==> src/rtl/jogo_pkg.sv <==
// Shared definitions for the round controller: state encoding (also used as
// the db_estado debug code), the clog2 helper and default parameter values.
package jogo_pkg;

  localparam int CELLS_DEF   = 9;
  localparam int PLAYERS_DEF = 2;
  localparam int TIMEOUT_DEF = 5000;

  // The enum value is the debug code presented on db_estado.
  typedef enum logic [3:0] {
    INICIAL        = 4'd0,
    PREPARA        = 4'd1,
    ESPERA_MACRO   = 4'd2,
    REGISTRA_MACRO = 4'd3,
    ESPERA_MICRO   = 4'd4,
    VALIDA_MICRO   = 4'd5,
    COMMIT         = 4'd6,
    TROCA          = 4'd7,
    FIM            = 4'd8
  } estado_t;

  // Smallest r with 2**r >= v (0 for v <= 1).
  function automatic int clog2(input int v);
    int r;
    r = 0;
    for (int i = 0; i < 31; i++) begin
      if ((1 << i) < v) r = i + 1;
    end
    return r;
  endfunction

  function automatic int max1(input int v);
    return (v < 1) ? 1 : v;
  endfunction

endpackage

==> src/rtl/detector_botao.sv <==
// Button front end: two-flop synchroniser, rising-edge detector that accepts
// only events where exactly one button rises, and one-hot-to-index encoder.
//
// Output protocol: press is a one-cycle strobe; indice is valid in the same
// cycle as press and holds its value until the next press. There is no
// back-pressure: a strobe that the consumer does not act on is simply lost.
module detector_botao
  import jogo_pkg::*;
#(
  parameter int CELLS = CELLS_DEF,
  localparam int IW   = clog2(CELLS)
) (
  input  logic             clock,
  input  logic             reset,
  input  logic [CELLS-1:0] botoes,
  output logic             press,
  output logic [IW-1:0]    indice
);

  logic [CELLS-1:0] sync1;
  logic [CELLS-1:0] sync2;
  logic [CELLS-1:0] prev;
  logic [CELLS-1:0] rise;
  logic             one_rise;
  logic [IW-1:0]    enc;

  // Synchronise the raw buttons and keep the previous synchronised sample.
  always_ff @(posedge clock or negedge reset) begin
    if (!reset) begin
      sync1 <= '0;
      sync2 <= '0;
      prev  <= '0;
    end else begin
      sync1 <= botoes;
      sync2 <= sync1;
      prev  <= sync2;
    end
  end

  // Rising bits, single-rise qualification and index encoding.
  always_comb begin
    rise     = sync2 & ~prev;
    one_rise = (rise != '0) && ((rise & (rise - CELLS'(1))) == '0);
    enc      = '0;
    for (int i = 0; i < CELLS; i++) begin
      if (rise[i]) enc = IW'(i);
    end
  end

  // Register the strobe; the index is only updated on an accepted press.
  always_ff @(posedge clock or negedge reset) begin
    if (!reset) begin
      press  <= 1'b0;
      indice <= '0;
    end else begin
      press <= one_rise;
      if (one_rise) indice <= enc;
    end
  end

endmodule

==> src/rtl/controlador_rodada.sv <==
// Turn controller for ultimate tic-tac-toe: collects a macro-board choice and
// a micro-cell choice per turn, commits the move, rotates players and forces
// the next macro board where the rules require it.
// Optional feature: define TURN_TIMEOUT_EN to add the per-turn forfeit timer;
// without it the waits are unbounded and timeout stays 0.
module controlador_rodada
  import jogo_pkg::*;
#(
  parameter int CELLS   = CELLS_DEF,
  parameter int PLAYERS = PLAYERS_DEF,
  parameter int TIMEOUT = TIMEOUT_DEF,
  localparam int IW     = clog2(CELLS),
  localparam int PW     = max1(clog2(PLAYERS)),
  localparam int TW     = max1(clog2(TIMEOUT))
) (
  input  logic             clock,
  input  logic             reset,
  input  logic             iniciar,
  input  logic [CELLS-1:0] botoes,
  input  logic [CELLS-1:0] macro_ocupada,
  input  logic [CELLS-1:0] micro_ocupada,
  input  logic             fim_jogo,
  output logic [IW-1:0]    macro,
  output logic [IW-1:0]    micro,
  output logic [PW-1:0]    jogador,
  output logic             jogada_valida,
  output logic             jogar_macro,
  output logic             jogar_micro,
  output logic             timeout,
  output logic             pronto,
  output logic [3:0]       db_estado
);

  estado_t       estado, estado_n;
  logic [IW-1:0] macro_n, micro_n, escolha, escolha_n;
  logic [PW-1:0] jogador_n, jogador_prox;
  logic          press;
  logic [IW-1:0] indice;
  logic          timer_clear, timer_count, timer_hit;

  detector_botao #(.CELLS(CELLS)) u_detector (
    .clock  (clock),
    .reset  (reset),
    .botoes (botoes),
    .press  (press),
    .indice (indice)
  );

`ifdef TURN_TIMEOUT_EN
  logic [TW-1:0] timer;

  // Turn timer: cleared by the FSM, counts only while waiting for a choice.
  always_ff @(posedge clock or negedge reset) begin
    if (!reset) begin
      timer <= '0;
    end else if (timer_clear) begin
      timer <= '0;
    end else if (timer_count) begin
      timer <= timer + TW'(1);
    end
  end

  assign timer_hit = (timer == TW'(TIMEOUT - 1));
`else
  logic unused_timer;
  assign unused_timer = timer_clear | timer_count | (TIMEOUT < 2);
  assign timer_hit    = 1'b0;
`endif

  // Player rotation modulo PLAYERS.
  assign jogador_prox = (jogador == PW'(PLAYERS - 1)) ? '0 : jogador + PW'(1);

  // State and selection registers.
  always_ff @(posedge clock or negedge reset) begin
    if (!reset) begin
      estado  <= INICIAL;
      macro   <= '0;
      micro   <= '0;
      jogador <= '0;
      escolha <= '0;
    end else begin
      estado  <= estado_n;
      macro   <= macro_n;
      micro   <= micro_n;
      jogador <= jogador_n;
      escolha <= escolha_n;
    end
  end

  // Next-state logic, selection updates and timer control.
  always_comb begin
    estado_n    = estado;
    macro_n     = macro;
    micro_n     = micro;
    jogador_n   = jogador;
    escolha_n   = escolha;
    timer_clear = 1'b0;
    timer_count = 1'b0;
    timeout     = 1'b0;
    case (estado)
      INICIAL: begin
        if (iniciar) estado_n = PREPARA;
      end
      PREPARA: begin
        macro_n     = '0;
        micro_n     = '0;
        jogador_n   = '0;
        timer_clear = 1'b1;
        estado_n    = ESPERA_MACRO;
      end
      ESPERA_MACRO: begin
        timer_count = 1'b1;
        // A press on a closed board is not a valid choice and does not
        // rescue the player from the timer.
        if (press && !macro_ocupada[indice]) begin
          escolha_n   = indice;
          timer_clear = 1'b1;
          estado_n    = REGISTRA_MACRO;
        end else if (timer_hit) begin
          timeout     = 1'b1;
          jogador_n   = jogador_prox;
          timer_clear = 1'b1;
          estado_n    = ESPERA_MACRO;
        end
      end
      REGISTRA_MACRO: begin
        macro_n  = escolha;
        estado_n = ESPERA_MICRO;
      end
      ESPERA_MICRO: begin
        timer_count = 1'b1;
        if (press) begin
          micro_n     = indice;
          timer_clear = 1'b1;
          estado_n    = VALIDA_MICRO;
        end else if (timer_hit) begin
          timeout     = 1'b1;
          jogador_n   = jogador_prox;
          timer_clear = 1'b1;
          estado_n    = ESPERA_MACRO;
        end
      end
      VALIDA_MICRO: begin
        estado_n = micro_ocupada[micro] ? ESPERA_MICRO : COMMIT;
      end
      COMMIT: begin
        estado_n = TROCA;
      end
      TROCA: begin
        timer_clear = 1'b1;
        if (fim_jogo) begin
          estado_n = FIM;
        end else begin
          jogador_n = jogador_prox;
          // The cell just played names the board the next player must use,
          // unless that board is already closed.
          if (!macro_ocupada[micro]) begin
            macro_n  = micro;
            estado_n = ESPERA_MICRO;
          end else begin
            estado_n = ESPERA_MACRO;
          end
        end
      end
      FIM: begin
        if (iniciar) estado_n = PREPARA;
      end
      default: begin
        estado_n = INICIAL;
      end
    endcase
  end

  assign jogada_valida = (estado == COMMIT);
  assign jogar_macro   = (estado == ESPERA_MACRO);
  assign jogar_micro   = (estado == ESPERA_MICRO);
  assign pronto        = (estado == FIM);
  assign db_estado     = estado;

endmodule

==> config.mk <==
export PLATFORM = sky130hd
export DESIGN_NAME = controlador_rodada
export DESIGN_NICKNAME = d
export VERILOG_FILES = /design/src/rtl/jogo_pkg.sv /design/src/rtl/detector_botao.sv /design/src/rtl/controlador_rodada.sv
export SDC_FILE = /design/constraint.sdc
export NUM_CORES = 1
export LEC_CHECK = 0
export CAP_MARGIN = 10
export CORE_MARGIN = 2
export CORE_UTILIZATION = 45
export DETAILED_ROUTE_END_ITERATION = 16
export PLACE_DENSITY_LB_ADDON = 0.12
export REMOVE_ABC_BUFFERS = 1
export SYNTH_ARGS = -nofsm -noshare
export SYNTH_HDL_FRONTEND = slang
export SYNTH_SLANG_ARGS = --single-unit
export TNS_END_PERCENT = 10
==> constraint.sdc <==
create_clock -name clock -period 6.4 [get_ports clock]
set_clock_uncertainty 0.2 [all_clocks]
set_input_delay 0.96 -clock clock [delete_from_list [all_inputs] [get_ports clock]]
set_output_delay 0.96 -clock clock [all_outputs]
set_load 0.005 [all_outputs]
==> metrics.txt <==
# TYPE chip_impl_metric gauge
chip_impl_info{name="status",value="finished, final reports clean"} 1
chip_impl_metric{name="globalRouteTotalUtil",unit=""} 0.170
chip_impl_metric{name="async_flop_share",unit=""} 1.00
chip_impl_metric{name="grt_max_degree",unit=""} 50
chip_impl_metric{name="clkPwrFrac",unit=""} 0.180
chip_impl_metric{name="die_width",unit="um"} 74.6
chip_impl_metric{name="fp.coreArea",unit="um2"} 4750
chip_impl_metric{name="final.period_utilization",unit=""} 0.559
chip_impl_metric{name="antenna_violating_nets_post_route",unit=""} 0
chip_impl_info{name="synth_ff_type",value="sky130_fd_sc_hd__dfrtp_1"} 1
chip_impl_metric{name="post_synth_fa_ha_maj_area_fraction",unit=""} 0
chip_impl_metric{name="worst-path-max-fanout",unit=""} 19
chip_impl_metric{name="antenna_cells",unit=""} 0
chip_impl_metric{name="synth-seq-area-share",unit=""} 0.546
chip_impl_info{name="netlist_top_cells_area",value="sky130_fd_sc_hd__dfrtp_1 (55%), sky130_fd_sc_hd__mux2i_1 (4.0%), sky130_fd_sc_hd__mux2_2 (4.0%)"} 1
chip_impl_metric{name="fp.dieH",unit="um"} 74.6
chip_impl_info{name="crit_path_top_delay_cell",value="sky130_fd_sc_hd__dfrtp_1"} 1
chip_impl_metric{name="worst_slack",unit="ns"} 2.82
chip_impl_metric{name="final_period_minus_worst_setup_slack",unit="ns"} 3.58
chip_impl_metric{name="placement_rows",unit=""} 25
chip_impl_metric{name="clkSinkCount",unit=""} 49
chip_impl_metric{name="detail_route.wirelength",unit="mm"} 4.23
chip_impl_info{name="synthMostInstantiatedCell",value="sky130_fd_sc_hd__dfrtp_1"} 1
chip_impl_metric{name="tns",unit="ns"} 0
chip_impl_info{name="critical_path.endpoint_type",value="output port"} 1
chip_impl_info{name="path_cells",value="nand2b_1 > nor3_1 > clkdlybuf4s50_1"} 1
chip_impl_metric{name="report.final.slew_viol_count",unit=""} 0
chip_impl_metric{name="final_hold_fails",unit=""} 0
chip_impl_metric{name="insertion_delay",unit="ns"} 0.29
chip_impl_metric{name="cts-hold-fix-buffers",unit=""} 0
chip_impl_info{name="setup_repair_after_global_routing_missed_its_margin",value="false"} 1
chip_impl_info{name="clock_tree_from_tritoncts",value="built"} 1
chip_impl_metric{name="h-tree-depth",unit=""} 2
chip_impl_metric{name="antenna_found_initial",unit=""} 0
chip_impl_metric{name="yosysWarnings",unit=""} 0
chip_impl_info{name="cp-startpoint",value="db_estado[2]"} 1
chip_impl_info{name="hp-class",value="flip-flop to flip-flop"} 1
chip_impl_metric{name="global_route_wire_length_before_repair",unit="mm"} 7.13
chip_impl_metric{name="detailedRoute.firstIterationViolations",unit=""} 87
chip_impl_metric{name="design.die.area",unit="um2"} 5570
chip_impl_metric{name="cellPowerDensity",unit="nW/um2"} 346
chip_impl_info{name="worst-setup-path-type",value="flip-flop to output port"} 1
chip_impl_metric{name="synth_top_cell_area_share",unit=""} 0.546
chip_impl_metric{name="synth-edff-count",unit=""} 0
chip_impl_metric{name="cts-resized-gates",unit=""} 0
chip_impl_metric{name="finish.net_count",unit=""} 275
chip_impl_metric{name="cts_post_setup_buffers_inserted",unit=""} 0
chip_impl_info{name="reg_to_reg_critical_path_startpoint",value="micro[1]"} 1
chip_impl_metric{name="max_slew.worst_pin.slew",unit="ns"} 1.04
chip_impl_metric{name="cts-buffers-inserted",unit=""} 5
chip_impl_metric{name="place.port_buffers",unit=""} 47
chip_impl_metric{name="detailedPlace.worstSlack",unit="ns"} 3.02
chip_impl_info{name="start_kind",value="flip-flop"} 1
chip_impl_metric{name="cts.path.max_buffers",unit=""} 2
chip_impl_metric{name="worst_ep_required_time",unit="ns"} 5.24
chip_impl_metric{name="synthCells",unit=""} 200
chip_impl_info{name="worst_hold_startpoint",value="u_detector.sync1[5]"} 1
chip_impl_metric{name="final.fill_count",unit=""} 409
chip_impl_metric{name="clk_pin_slew",unit="ns"} 0.09
chip_impl_metric{name="synthDistinctLibCells",unit=""} 41
chip_impl_metric{name="power_frac_seq",unit=""} 0.473
chip_impl_metric{name="wire_per_inst",unit="um"} 13.6
chip_impl_metric{name="ios",unit=""} 49
chip_impl_metric{name="power.net_switching",unit="uW"} 334
chip_impl_metric{name="number_of_global_route_vias_before_repair",unit=""} 1562
chip_impl_metric{name="weighted_congestion_at_the_end_of_routability_driven_global_placement",unit=""} 0.778
chip_impl_metric{name="share_comb_of_total_power",unit=""} 0.348
chip_impl_metric{name="yosys_register_bits",unit=""} 49
chip_impl_metric{name="grt_overflow",unit=""} 0
chip_impl_metric{name="cap_violations",unit=""} 0
chip_impl_metric{name="worst_slew_margin",unit=""} 0.304
chip_impl_metric{name="fmaxAchievable",unit="MHz"} 280
chip_impl_metric{name="dp_hpwl",unit="mm"} 3.10
chip_impl_metric{name="syn_avg_cell_area",unit="um2"} 11.2
chip_impl_metric{name="worst_ep_arrival",unit="ns"} 2.42
chip_impl_metric{name="yosys.area_share.xor_xnor",unit=""} 0
chip_impl_metric{name="synth_compound_area_frac",unit=""} 0.118
chip_impl_metric{name="final_layout_size_suffix_gt1_frac",unit=""} 0.102
chip_impl_metric{name="total_power",unit="uW"} 981
chip_impl_metric{name="vdd.ir_drop.worst",unit="V"} 0.000137
chip_impl_metric{name="netlist_area",unit="um2"} 2240
chip_impl_metric{name="initial_core_util",unit=""} 0.472
chip_impl_metric{name="synth_mux_area_frac",unit=""} 0.134
chip_impl_info{name="top_cell_type_by_total_area_after_synthesis",value="sky130_fd_sc_hd__dfrtp_1"} 1
chip_impl_metric{name="power_leakage",unit="nW"} 1.15
chip_impl_metric{name="area_overhead_of_the_layout_relative_to_synthesis",unit="%"} 26.3
chip_impl_metric{name="post_synth_and_or_nand_nor_area_fraction",unit=""} 0.173
chip_impl_metric{name="post-route-drc-count",unit=""} 0
chip_impl_info{name="cts_root_buf",value="sky130_fd_sc_hd__clkbuf_8"} 1
chip_impl_info{name="combinational_family_with_the_most_area_after_synthesis",value="simple AND/OR/NAND/NOR gates"} 1
chip_impl_metric{name="cp_max_stage_delay",unit="ns"} 0.79
chip_impl_metric{name="setup_failing_eps_final",unit=""} 0
chip_impl_metric{name="power.internal",unit="uW"} 647
chip_impl_metric{name="vias",unit=""} 1647
chip_impl_metric{name="vias_per_cell",unit=""} 5.28
chip_impl_metric{name="fraction_of_power_spent_switching_nets",unit=""} 0.341
chip_impl_metric{name="drt_pre_antenna_iters",unit=""} 4
chip_impl_info{name="netlist_top_cells_count",value="sky130_fd_sc_hd__dfrtp_1 (49), sky130_fd_sc_hd__nand2_1 (16), sky130_fd_sc_hd__nor2_1 (16)"} 1
metrics by stage:
step                       util  hold WS [ns]  instance area (um2)  std cells
after floorplan               -         0.131                 2190        190
after global placement    0.577         0.132                 2740        304
after CTS                 0.596         0.155                 2830        312
final                     0.596         0.153                 2830        312
after global routing      0.596         0.160                 2830        312
after detailed placement  0.577         0.135                 2740        304
worst max-delay path: cells and delay by family, from the launching register on:
family	cells	cell delay [ns]
flops	1	0.79
simple gates	2	0.70
buf+inv	1	0.62
flip-flops by register name (all words and copies together) (netlist names):
| name | cells |
|---|---|
| u_detector.sync2 | 9 |
| u_detector.indice | 4 |
| micro | 4 |
| escolha | 4 |
| u_detector.sync1 | 9 |
| macro | 4 |
| u_detector.press | 1 |
| jogador | 1 |
| db_estado | 4 |
| u_detector.prev | 9 |
cell type report:
class	instances	area, um2	area share
Clock buffer	5	68.8	0.0243
Clock inverter	3	21.3	0.00751
Inverter	3	11.3	0.00397
Multi-Input combinational cell	138	957	0.338
Sequential cell	49	1230	0.433
Tap cell	67	83.8	0.0296
Timing Repair Buffer	47	465	0.164
cells by family after synthesis:
kind of cell | Yosys count
other | 1
flip-flops | 49
AND/OR/NAND/NOR | 74
multiplexers | 22
AO/OA/AOI/OAI | 41
buffers and inverters | 13
per-layer routing:
metal | GRT usage | share of wire | up-vias
met3 | 0.0402 | 0.058 | 4
met4 | 0.0615 | 0.010 | 0
met2 | 0.295 | 0.50 | 47
met5 | 0 | 0 | -
li1 | - | - | 810
met1 | 0.208 | 0.43 | 786
final timing paths:
path / to / cells after the start / slack, ns
hold reg to reg: u_detector.sync2[5] / 0 / 0.15
min in group asynchronous: micro[2] / 1 / 0.65
setup / recovery: jogar_micro / 3 / 2.82
setup reg to reg: macro[0] / 6 / 3.75
max in group asynchronous: u_detector.sync2[6] / 1 / 4.71
hold / removal: u_detector.sync2[5] / 0 / 0.15
power by group through the flow:
stage	clock network (mW)	logic, mW	registers (mW)
floorplan	0	0.207	0.447
global placement	0	0.342	0.471
detailed placement	0	0.346	0.471
CTS	0.186	0.346	0.464
global route	0.198	0.380	0.478
finish	0.176	0.341	0.464
cells in the final DEF, fill, tap and decap left out, types with 2 or more instances in the layout:
master and instances:
sky130_fd_sc_hd__o21ai_0 15, sky130_fd_sc_hd__nand2_1 16, sky130_fd_sc_hd__dfrtp_1 49, sky130_fd_sc_hd__nor3_1 7, sky130_fd_sc_hd__mux2_2 8, sky130_fd_sc_hd__o211ai_1 3
sky130_fd_sc_hd__mux2i_1 9, sky130_fd_sc_hd__nor2b_1 6, sky130_fd_sc_hd__nor2_1 16, sky130_fd_sc_hd__o31ai_1 2, sky130_fd_sc_hd__clkdlybuf4s50_1 46, sky130_fd_sc_hd__a21oi_1 8
sky130_fd_sc_hd__inv_1 3, sky130_fd_sc_hd__nand2b_1 13, sky130_fd_sc_hd__mux4_2 3, sky130_fd_sc_hd__a31oi_1 2, sky130_fd_sc_hd__nor4b_1 2, sky130_fd_sc_hd__nand3_1 6
sky130_fd_sc_hd__clkbuf_8 5, sky130_fd_sc_hd__mux4_1 2, sky130_fd_sc_hd__a211oi_1 2
No activity file was read; power rests on OpenSTA's default activity.
